$ cat config.mk
export PLATFORM = sky130hd
export DESIGN_NAME = serial_subtractor
export DESIGN_NICKNAME = d
export VERILOG_FILES = /design/src/rtl/serial_sub_pkg.sv /design/src/rtl/full_sub_cell.sv /design/src/rtl/serial_subtractor.sv
export SDC_FILE = /design/constraint.sdc
export NUM_CORES = 1
export LEC_CHECK = 0
export CAP_MARGIN = 25
export CORE_ASPECT_RATIO = 1.4
export CORE_UTILIZATION = 45
export CTS_BUF_LIST = sky130_fd_sc_hd__clkbuf_4
export DETAILED_ROUTE_END_ITERATION = 8
export PLACE_DENSITY = 0.66
export SETUP_SLACK_MARGIN = 0.15
export SYNTH_ARGS = -nofsm -noshare
export SYNTH_HDL_FRONTEND = slang
export SYNTH_SLANG_ARGS = --single-unit
$ cat constraint.sdc
create_clock -name clk -period 3.9 [get_ports clk]
set_input_delay 0.585 -clock clk [delete_from_list [all_inputs] [get_ports clk]]
set_output_delay 0.585 -clock clk [all_outputs]
set_load 0.03 [all_outputs]
$ cat src/rtl/serial_sub_pkg.sv
// Shared types and sizing helpers for the bit-serial subtractor.
package serial_sub_pkg;

    typedef enum logic {
        IDLE = 1'b0,
        RUN  = 1'b1
    } ss_state_t;

    function automatic int ss_steps(input int width, input int bpc);
        return width / bpc;
    endfunction

    // Counter is sized to hold the step count itself, not just the last index.
    function automatic int ss_cnt_width(input int width, input int bpc);
        return $clog2(width / bpc + 1);
    endfunction

endpackage

$ cat src/rtl/full_sub_cell.sv
// One-bit full-subtractor cell: d = a - b - bi, with borrow-out bo.
module full_sub_cell (
    input  logic a,
    input  logic b,
    input  logic bi,
    output logic d,
    output logic bo
);

    assign d  = a ^ b ^ bi;
    assign bo = (~a & b) | (~(a ^ b) & bi);

endmodule

$ cat src/rtl/serial_subtractor.sv
// Multi-cycle subtractor: diff = a - b - bin, BPC bits per clock over WIDTH/BPC steps.
module serial_subtractor
    import serial_sub_pkg::*;
#(
    parameter int WIDTH = 8,
    parameter int BPC   = 1
) (
    input  logic             clk,
    input  logic             rst_n,
    input  logic             start,
    input  logic [WIDTH-1:0] a,
    input  logic [WIDTH-1:0] b,
    input  logic             bin,
    output logic             busy,
    output logic             done,
    output logic [WIDTH-1:0] diff,
    output logic             bout,
    output logic             ovf
);

    localparam int S  = ss_steps(WIDTH, BPC);
    localparam int CW = ss_cnt_width(WIDTH, BPC);

    if ((WIDTH < 2) || (BPC < 1) || ((WIDTH % BPC) != 0)) begin : g_bad_params
        $error("serial_subtractor: WIDTH must be >= 2 and a multiple of BPC");
    end

    ss_state_t        state_q, state_d;
    logic [CW-1:0]    cnt_q, cnt_d;
    logic [WIDTH-1:0] a_sh_q, a_sh_d;
    logic [WIDTH-1:0] b_sh_q, b_sh_d;
    logic [WIDTH-1:0] dsh_q, dsh_d;
    logic             brw_q, brw_d;
    logic [WIDTH-1:0] diff_q, diff_d;
    logic             bout_q, bout_d;
    logic             ovf_q, ovf_d;
    logic             busy_q, busy_d;
    logic             done_q, done_d;

    logic [BPC:0]     borrow_s;
    logic [BPC-1:0]   d_s;
    logic [WIDTH-1:0] dsh_next_s;

    assign borrow_s[0] = brw_q;

    for (genvar i = 0; i < BPC; i++) begin : g_cell
        full_sub_cell u_cell (
            .a  (a_sh_q[i]),
            .b  (b_sh_q[i]),
            .bi (borrow_s[i]),
            .d  (d_s[i]),
            .bo (borrow_s[i+1])
        );
    end

    // New result bits enter at the top so the first (LSB) chunk ends up at bit 0.
    if (S == 1) begin : g_dsh_single
        assign dsh_next_s = d_s;
    end else begin : g_dsh_multi
        assign dsh_next_s = {d_s, dsh_q[WIDTH-1:BPC]};
    end

    // Next-state, datapath and output-register logic.
    always_comb begin
        state_d = state_q;
        cnt_d   = cnt_q;
        a_sh_d  = a_sh_q;
        b_sh_d  = b_sh_q;
        dsh_d   = dsh_q;
        brw_d   = brw_q;
        diff_d  = diff_q;
        bout_d  = bout_q;
        ovf_d   = ovf_q;
        busy_d  = busy_q;
        done_d  = 1'b0;
        case (state_q)
            IDLE: begin
                if (start) begin
                    a_sh_d  = a;
                    b_sh_d  = b;
                    brw_d   = bin;
                    cnt_d   = {CW{1'b0}};
                    busy_d  = 1'b1;
                    state_d = RUN;
                end else begin
                    busy_d  = 1'b0;
                end
            end
            RUN: begin
                a_sh_d = a_sh_q >> BPC;
                b_sh_d = b_sh_q >> BPC;
                dsh_d  = dsh_next_s;
                brw_d  = borrow_s[BPC];
                cnt_d  = cnt_q + {{(CW-1){1'b0}}, 1'b1};
                if (cnt_q == CW'(S - 1)) begin
                    diff_d  = dsh_next_s;
                    bout_d  = borrow_s[BPC];
                    ovf_d   = borrow_s[BPC-1] ^ borrow_s[BPC];
                    done_d  = 1'b1;
                    busy_d  = 1'b0;
                    state_d = IDLE;
                end else begin
                    busy_d  = 1'b1;
                end
            end
            default: begin
                busy_d  = 1'b0;
                state_d = IDLE;
            end
        endcase
    end

    // State and datapath registers.
    always_ff @(posedge clk or negedge rst_n) begin
        if (!rst_n) begin
            state_q <= IDLE;
            cnt_q   <= {CW{1'b0}};
            a_sh_q  <= {WIDTH{1'b0}};
            b_sh_q  <= {WIDTH{1'b0}};
            dsh_q   <= {WIDTH{1'b0}};
            brw_q   <= 1'b0;
            diff_q  <= {WIDTH{1'b0}};
            bout_q  <= 1'b0;
            ovf_q   <= 1'b0;
            busy_q  <= 1'b0;
            done_q  <= 1'b0;
        end else begin
            state_q <= state_d;
            cnt_q   <= cnt_d;
            a_sh_q  <= a_sh_d;
            b_sh_q  <= b_sh_d;
            dsh_q   <= dsh_d;
            brw_q   <= brw_d;
            diff_q  <= diff_d;
            bout_q  <= bout_d;
            ovf_q   <= ovf_d;
            busy_q  <= busy_d;
            done_q  <= done_d;
        end
    end

    assign busy = busy_q;
    assign done = done_q;
    assign diff = diff_q;
    assign bout = bout_q;
    assign ovf  = ovf_q;

endmodule

==> out/metrics.csv, run 1 <==
metric,value,unit
outcome,"complete, no violations",
area of the mapped netlist,1720,sq um
buffer cell driving the clock tree root,sky130_fd_sc_hd__clkbuf_4,
detailed-route wire length,2790,um
maximum VDD drop,0.470,mV
clock tree from TritonCTS,yes,
most frequent cell after synthesis,sky130_fd_sc_hd__dfrtp_1,
Async SR Flop Fraction,100,%
worst-case register-to-register setup slack,2340,ps
setup fix buffers added after clock tree synthesis,0,
Max Clk Rate,508,MHz
DRC violations left,0,
cell taking the most area after synthesis,sky130_fd_sc_hd__dfrtp_1,
Switching Share,35.9,%
total area of multi-input combinational cells,653,sq um
combinational fraction of design power,43.0,%
nature of the critical path startpoint,flop,
part of the power in the clock network,13.1,%
routed length per placed instance,13.4,um
count of placed standard cells including taps,200,
overall via count from detail_route,1084,
input/output buffers,31,
number of enable flip-flop cells after synthesis,0,
largest incremental delay on the critical path,670,ps
starting density of the core,47.2,%
initial antenna violation count,0,
top post-synthesis cells by count,"sky130_fd_sc_hd__dfrtp_1 (40), sky130_fd_sc_hd__nand2_1 (17), sky130_fd_sc_hd__o21ai_0 (17), sky130_fd_sc_hd__mux2i_1 (16), sky130_fd_sc_hd__mux2_2 (11)",
count of buffer and inverter cells on the critical path,1,
clock-pin slew of the registers on the worst-case setup and hold paths,110,ps
post-synthesis to final-layout area growth,23.0,%
# resized after CTS,0,
fraction of post-synthesis cell area in the top cell type by area,58.2,%
warning count from the yosys run,0,
nets@finish,188,
RR Endpoint,diff[3],
count of filler cells inserted in the layout,312,
number of detailed-routing iterations run before antenna repair,4,
switching pwr,576,uW
type of the worst setup path,flop to output port,
clock insertion delay at the later pin of the skew report,340,ps
core region area,3640,sq um
floorplan die width,54.2,um
Cells after Synth,134,
RR Startpoint,busy,
CP max stage cell,sky130_fd_sc_hd__clkdlybuf4s50_1,
post-detailed-placement half-perimeter wirelength,1880,um
largest net degree at the start of global routing,47,
Chip Height,75.1,um
clock buffer depth,2,
internal power,1030,uW
Worst Setup SP,diff[1],
row count,26,
WP data arrival,1380,ps
hold crit path type,primary input to async pin,
post-route fraction of the period consumed by the critical path,50.5,%
antenna diode count,0,
number of pins with negative max-slew slack in the final report,0,
slew at the pin closest to its max-slew limit,865,ps
"flops & latches, synth",40,
count of antenna-violating nets left after detailed routing,0,
ratio of cells with drive above 1 in the final layout,16.2,%
"Avg Cell Area, Syn",12.8,sq um
headroom to the max-slew limit,42.3,%
Total Die Area,4070,sq um
clk sinks,40,
Critical Path End Type,output port,
part of the power in registers,43.9,%
final count of negative-setup-slack endpoints,0,
number of design-rule violations left by the first detailed-router iteration,19,
H-tree levels,2,
largest fanout on the critical path,2,
end of the critical path,diff[1],
Worst path top cell family by delay,buffers and inverters,
"Critical Path, Cell by Cell",clkdlybuf4s50_1,
IO Pins,32,
dominant cells by area after synthesis,"sky130_fd_sc_hd__dfrtp_1 (58%), sky130_fd_sc_hd__mux2i_1 (9.3%), sky130_fd_sc_hd__mux2_2 (7.2%), sky130_fd_sc_hd__o21ai_0 (4.9%), sky130_fd_sc_hd__mux2_4 (4.4%)",
sequential-to-total area share from yosys stat,58.2,%
ratio of total power to cell area,758,nW/um^2
weighted congestion reported at the end of routability-driven placement,0.694,
Non-Filler Instances,209,
required time at the endpoint of the critical path,3310,ps
number of global-route vias before repair,1097,
accumulated negative setup slack,0,ps
combined global-route utilization of all metal layers,16.8,%
standby leakage power,0.000979,uW
Seq. cell area,1000,sq um
overflow left after global routing,0,
first-pass GRT wire length,4790,um
post-cts hold buffer count,0,
number of failing hold endpoints at the final stage,0,
number of max-cap violations,0,
total number of cells along the worst setup path,1,
Via density,5.19,
worst clock skew,2.98,ps
count of distinct cell types in the synthesized netlist,23,
Synthesized Nets,156,
RSZ-0062 raised after global routing,false,
total CTS buffers,5,
depth of the worst register-to-register path,3,
commonest register cell after synthesis,sky130_fd_sc_hd__dfrtp_1,
clock period minus worst slack,1970,ps
-- cell type report --
class | instances | area share (%)
clock buffers | 7 | 2.49
well taps | 42 | 2.49
repair buffers | 33 | 16.1
clock inverters | 1 | 0.178
multi-input cells | 83 | 30.9
inverters | 3 | 0.533
flip-flops and latches | 40 | 47.3
-- logic make-up after synthesis --
logic type | count (synthesis) | synth area share, %
simple gates | 25 | 6.99
buf+inv | 11 | 3.78
mux | 32 | 20.9
xor+xnor | 3 | 1.53
compound gates | 21 | 6.70
fa+ha+maj | 2 | 1.89
flops | 40 | 58.2
-- placed cells by master, fill, tap and decap left out --
| cell type | Yosys | layout |
|---|---|---|
| sky130_fd_sc_hd__a211oi_1 | 1 | 1 |
| sky130_fd_sc_hd__a21oi_1 | 1 | 1 |
| sky130_fd_sc_hd__a22o_1 | 2 | 2 |
| sky130_fd_sc_hd__buf_16 | 0 | 1 |
| sky130_fd_sc_hd__buf_2 | 1 | 1 |
| sky130_fd_sc_hd__buf_4 | 2 | 1 |
| sky130_fd_sc_hd__clkbuf_4 | 0 | 7 |
| sky130_fd_sc_hd__clkdlybuf4s50_1 | 0 | 30 |
| sky130_fd_sc_hd__clkinv_1 | 0 | 1 |
| sky130_fd_sc_hd__dfrtp_1 | 40 | 40 |
| sky130_fd_sc_hd__fa_1 | 1 | 1 |
| sky130_fd_sc_hd__ha_1 | 1 | 1 |
| sky130_fd_sc_hd__inv_1 | 3 | 3 |
| sky130_fd_sc_hd__mux2_2 | 11 | 11 |
| sky130_fd_sc_hd__mux2_4 | 5 | 5 |
| sky130_fd_sc_hd__mux2i_1 | 16 | 16 |
| sky130_fd_sc_hd__nand2_1 | 17 | 17 |
| sky130_fd_sc_hd__nand2b_1 | 1 | 1 |
| sky130_fd_sc_hd__nand3_1 | 1 | 1 |
| sky130_fd_sc_hd__nand4b_4 | 1 | 1 |
| sky130_fd_sc_hd__nor2_1 | 4 | 4 |
| sky130_fd_sc_hd__nor2b_1 | 1 | 1 |
| sky130_fd_sc_hd__o21ai_0 | 17 | 17 |
| sky130_fd_sc_hd__xnor2_1 | 1 | 1 |
| sky130_fd_sc_hd__xor2_1 | 2 | 2 |
-- registers in the layout, indices dropped and copies added (netlist names) --
signal,count
a_sh_q,8
b_sh_q,8
diff,8
dsh_q,7
cnt_q,4
bout,1
brw_q,1
busy,1
done,1
ovf,1
-- power by group through the flow --
stage	combinational (uW)	clock [uW]	sequential [uW]
3_5_place_dp	695	0	717
2_1_floorplan	390	0	803
5_1_grt	758	237	729
4_1_cts	697	218	707
3_3_place_gp	677	0	705
6_report	690	210	703
-- per-stage QoR --
step	hold WS, ps	total power (uW)	util [%]	setup slack, ps	area, sq um
6_report	342	1600	58.0	1930	2110
5_1_grt	406	1720	58.0	1850	2110
4_1_cts	378	1620	57.3	1880	2090
3_5_place_dp	476	1410	55.7	1510	2030
3_3_place_gp	462	1380	55.7	1540	2030
2_1_floorplan	289	1190	-	2490	1720
-- how the worst min path moves through the flow --
stage                    from   endpoint  slack, ps  cells after the start
finish                  rst_n    diff[5]        340                      1
global route            rst_n    diff[5]        410                      1
CTS                     rst_n  a_sh_q[4]        380                      1
detailed placement  b_sh_q[4]  b_sh_q[3]        480                      2
global placement    b_sh_q[3]  b_sh_q[2]        460                      2
floorplan               rst_n  a_sh_q[0]        290                      0
-- layer usage --
layer | GRT usage [%] | routed length, um | vias up | share of wire, %
met5 | 0 | 0 | - | 0
met4 | 8.55 | 61 | 0 | 2.2
met3 | 5.86 | 148 | 5 | 5.3
met2 | 27.8 | 1360 | 35 | 49
met1 | 18.6 | 1220 | 526 | 44
li1 | - | - | 518 | -
No activity file was read; power rests on OpenSTA's default activity.
==> run 2, diff against run 1 <==
Settings changed: PLACE_DENSITY 0.66 to 0.69.
Clock period 3.9 ns to 1.8 ns, I/O delays scaled along.
==> run 2 against run 1 <==
  * Via count grew 1.6%
  * Setup slack lost 1700 ps
  * Combinational power grew 110%
  * First-iteration DRC count shrank 53%
  * Critical path type unchanged
  * Largest cell class unchanged
==> out/metrics.csv, run 2 (synthesis results as in run 1) <==
metric,value,unit,change
count of antenna-violating nets left after detailed routing,0,,unchanged
number of max-cap violations,0,,unchanged
number of design-rule violations left by the first detailed-router iteration,9,,was 19
Chip Height,75.1,um,unchanged
buffer cell driving the clock tree root,sky130_fd_sc_hd__clkbuf_4,,unchanged
outcome,"complete, no violations",,unchanged
DRC violations left,0,,unchanged
type of the worst setup path,flop to output port,,unchanged
"Critical Path, Cell by Cell",clkdlybuf4s50_1,,unchanged
RSZ-0062 raised after global routing,false,,unchanged
H-tree levels,2,,unchanged
hold crit path type,primary input to async pin,,unchanged
worst-case register-to-register setup slack,410,ps,was 2340 ps
count of buffer and inverter cells on the critical path,1,,unchanged
first-pass GRT wire length,4730,um,was 4790 um
total area of multi-input combinational cells,653,sq um,unchanged
nature of the critical path startpoint,flop,,unchanged
number of global-route vias before repair,1123,,"was 1,097"
"Cell Area, Placed",2070,sq um,was 2030 sq um
clock-pin slew of the registers on the worst-case setup and hold paths,110,ps,about the same
ratio of total power to cell area,1600,nW/um^2,was 758 nW/um^2
Total Die Area,4070,sq um,unchanged
maximum VDD drop,0.990,mV,was 0.470 mV
slew at the pin closest to its max-slew limit,369,ps,was 865 ps
Critical Path End Type,output port,,unchanged
nets@finish,193,,was 188
overall via count from detail_route,1101,,"was 1,084"
clock tree from TritonCTS,yes,,unchanged
accumulated negative setup slack,0,ps,unchanged
largest fanout on the critical path,1,,was 2
Worst path top cell family by delay,buffers and inverters,,unchanged
number of failing hold endpoints at the final stage,0,,unchanged
largest net degree at the start of global routing,39,,was 47
overflow left after global routing,0,,unchanged
total routed wire length on the met1 layer,1140,um,was 1220 um
routed length per placed instance,12.9,um,was 13.4 um
number of pins with negative max-slew slack in the final report,0,,unchanged
required time at the endpoint of the critical path,1530,ps,was 3310 ps
top metal layer carrying routed signals,met4,,unchanged
total length of routed met2 wires,1420,um,was 1360 um
row count,26,,unchanged
floorplan die width,54.2,um,unchanged
Via density,5.14,,was 5.19
post-detailed-placement half-perimeter wirelength,2090,um,was 1880 um
clock buffer depth,2,,unchanged
combined global-route utilization of all metal layers,16.4,%,was 16.8%
largest incremental delay on the critical path,660,ps,was 670 ps
"commonest non-fill, non-tap cells in the layout","sky130_fd_sc_hd__dfrtp_1 (40), sky130_fd_sc_hd__clkdlybuf4s50_1 (19), sky130_fd_sc_hd__nand2_1 (17), sky130_fd_sc_hd__o21ai_0 (17), sky130_fd_sc_hd__mux2i_1 (16)",,"was sky130_fd_sc_hd__dfrtp_1 (40), sky130_fd_sc_hd__clkdlybuf4s50_1 (30), sky130_fd_sc_hd__nand2_1 (17), sky130_fd_sc_hd__o21ai_0 (17), sky130_fd_sc_hd__mux2i_1 (16)"
Max Clk Rate,628,MHz,
IO Pins,32,,unchanged
core region area,3640,sq um,unchanged
final count of negative-setup-slack endpoints,0,,unchanged
post-route fraction of the period consumed by the critical path,88.4,%,
starting density of the core,47.2,%,unchanged
standby leakage power,0.00107,uW,was 0.000979 uW
WP data arrival,1320,ps,was 1380 ps
CP max stage cell,sky130_fd_sc_hd__clkdlybuf4s50_1,,unchanged
total CTS buffers,5,,unchanged
clock insertion delay at the later pin of the skew report,340,ps,about the same
clk sinks,40,,unchanged
weighted congestion reported at the end of routability-driven placement,0.688,,was 0.694
headroom to the max-slew limit,75.4,%,was 42.3%
count of filler cells inserted in the layout,321,,was 312
initial antenna violation count,0,,unchanged
Seq. cell area,1000,sq um,unchanged
number of detailed-routing iterations run before antenna repair,3,,was 4
clock period minus worst slack,1590,ps,
detailed route wirelength on metal3,151,um,was 148 um
post-synthesis to final-layout area growth,24.8,%,was 23.0%
input/output buffers,31,,unchanged
detailed-route wire length,2770,um,was 2790 um
"Non-Filler Cell Area, Final",2150,sq um,was 2110 sq um
antenna diode count,0,,unchanged
worst clock skew,7.61,ps,was 2.98 ps
"most common cell after layout, fill and taps aside",sky130_fd_sc_hd__dfrtp_1,,unchanged
ratio of cells with drive above 1 in the final layout,18.6,%,was 16.2%
Non-Filler Instances,214,,was 209
count of placed standard cells including taps,205,,was 200
-- run 2: changes by cell type in the layout (fill, tap and decap cells not counted), sizes merged --
| cell | delta |
|---|---|
| clkdlybuf4s50 | -11 |
| buf | +5 |
| dlygate4sd2 | +3 |
| clkinvlp | +1 |
| dlygate4sd3 | +1 |
| dlymetal6s2s | +7 |
| clkbuf | -1 |
-- run 2: final cells by class --
type                    instances  area share (%)
repair buffers                 38            17.3
clock inverters                 2           0.525
flip-flops and latches         40            46.6
well taps                      42            2.45
clock buffers                   6            2.10
multi-input cells              83            30.4
inverters                       3           0.525
-- run 2: routing by layer --
metal  vias up  GRT usage [%]
li1        531              -
met1       535           17.0
met2        30           29.3
met3         5           5.66
met4         0           6.84
met5         -              0
-- run 2: worst paths after layout --
path / from / end / cells after the start
worst max-delay path: done / done / 1
worst min-delay path: rst_n / cnt_q[1] / 2
worst max register to register: cnt_q[1] / diff[3] / 3
worst min register to register: ovf / ovf / 2
max in group asynchronous: rst_n / dsh_q[7] / 3
min in group clk: ovf / ovf / 2
-- run 2: through the flow --
step / util (%) / total power (uW) / worst slack, ps / hold WS (ps)
2_1_floorplan: - / 2580 / 391 / -25.6
3_3_place_gp: 56.7 / 3010 / 269 / 209
3_5_place_dp: 56.7 / 3080 / 225 / 211
4_1_cts: 58.4 / 3500 / 151 / 371
5_1_grt: 58.9 / 3690 / 158 / 394
6_report: 58.9 / 3430 / 209 / 364
-- run 2: timing repair --
action	4_1_cts	5_1_grt
setup endpoints to repair	3	7
hold endpoints to repair	16	0
setup buffers	0	0
gates resized for setup	3	7
hold buffers	1	0
-- run 2: where the power goes --
group / leakage (uW) / total (uW) / switching [uW] / internal, uW
Combinational: 0.000541 / 1470 / 733 / 736
Sequential: 0.000502 / 1530 / 248 / 1280
Clock: 0.0000293 / 433 / 269 / 164
Total: 0.00107 / 3430 / 1250 / 2180
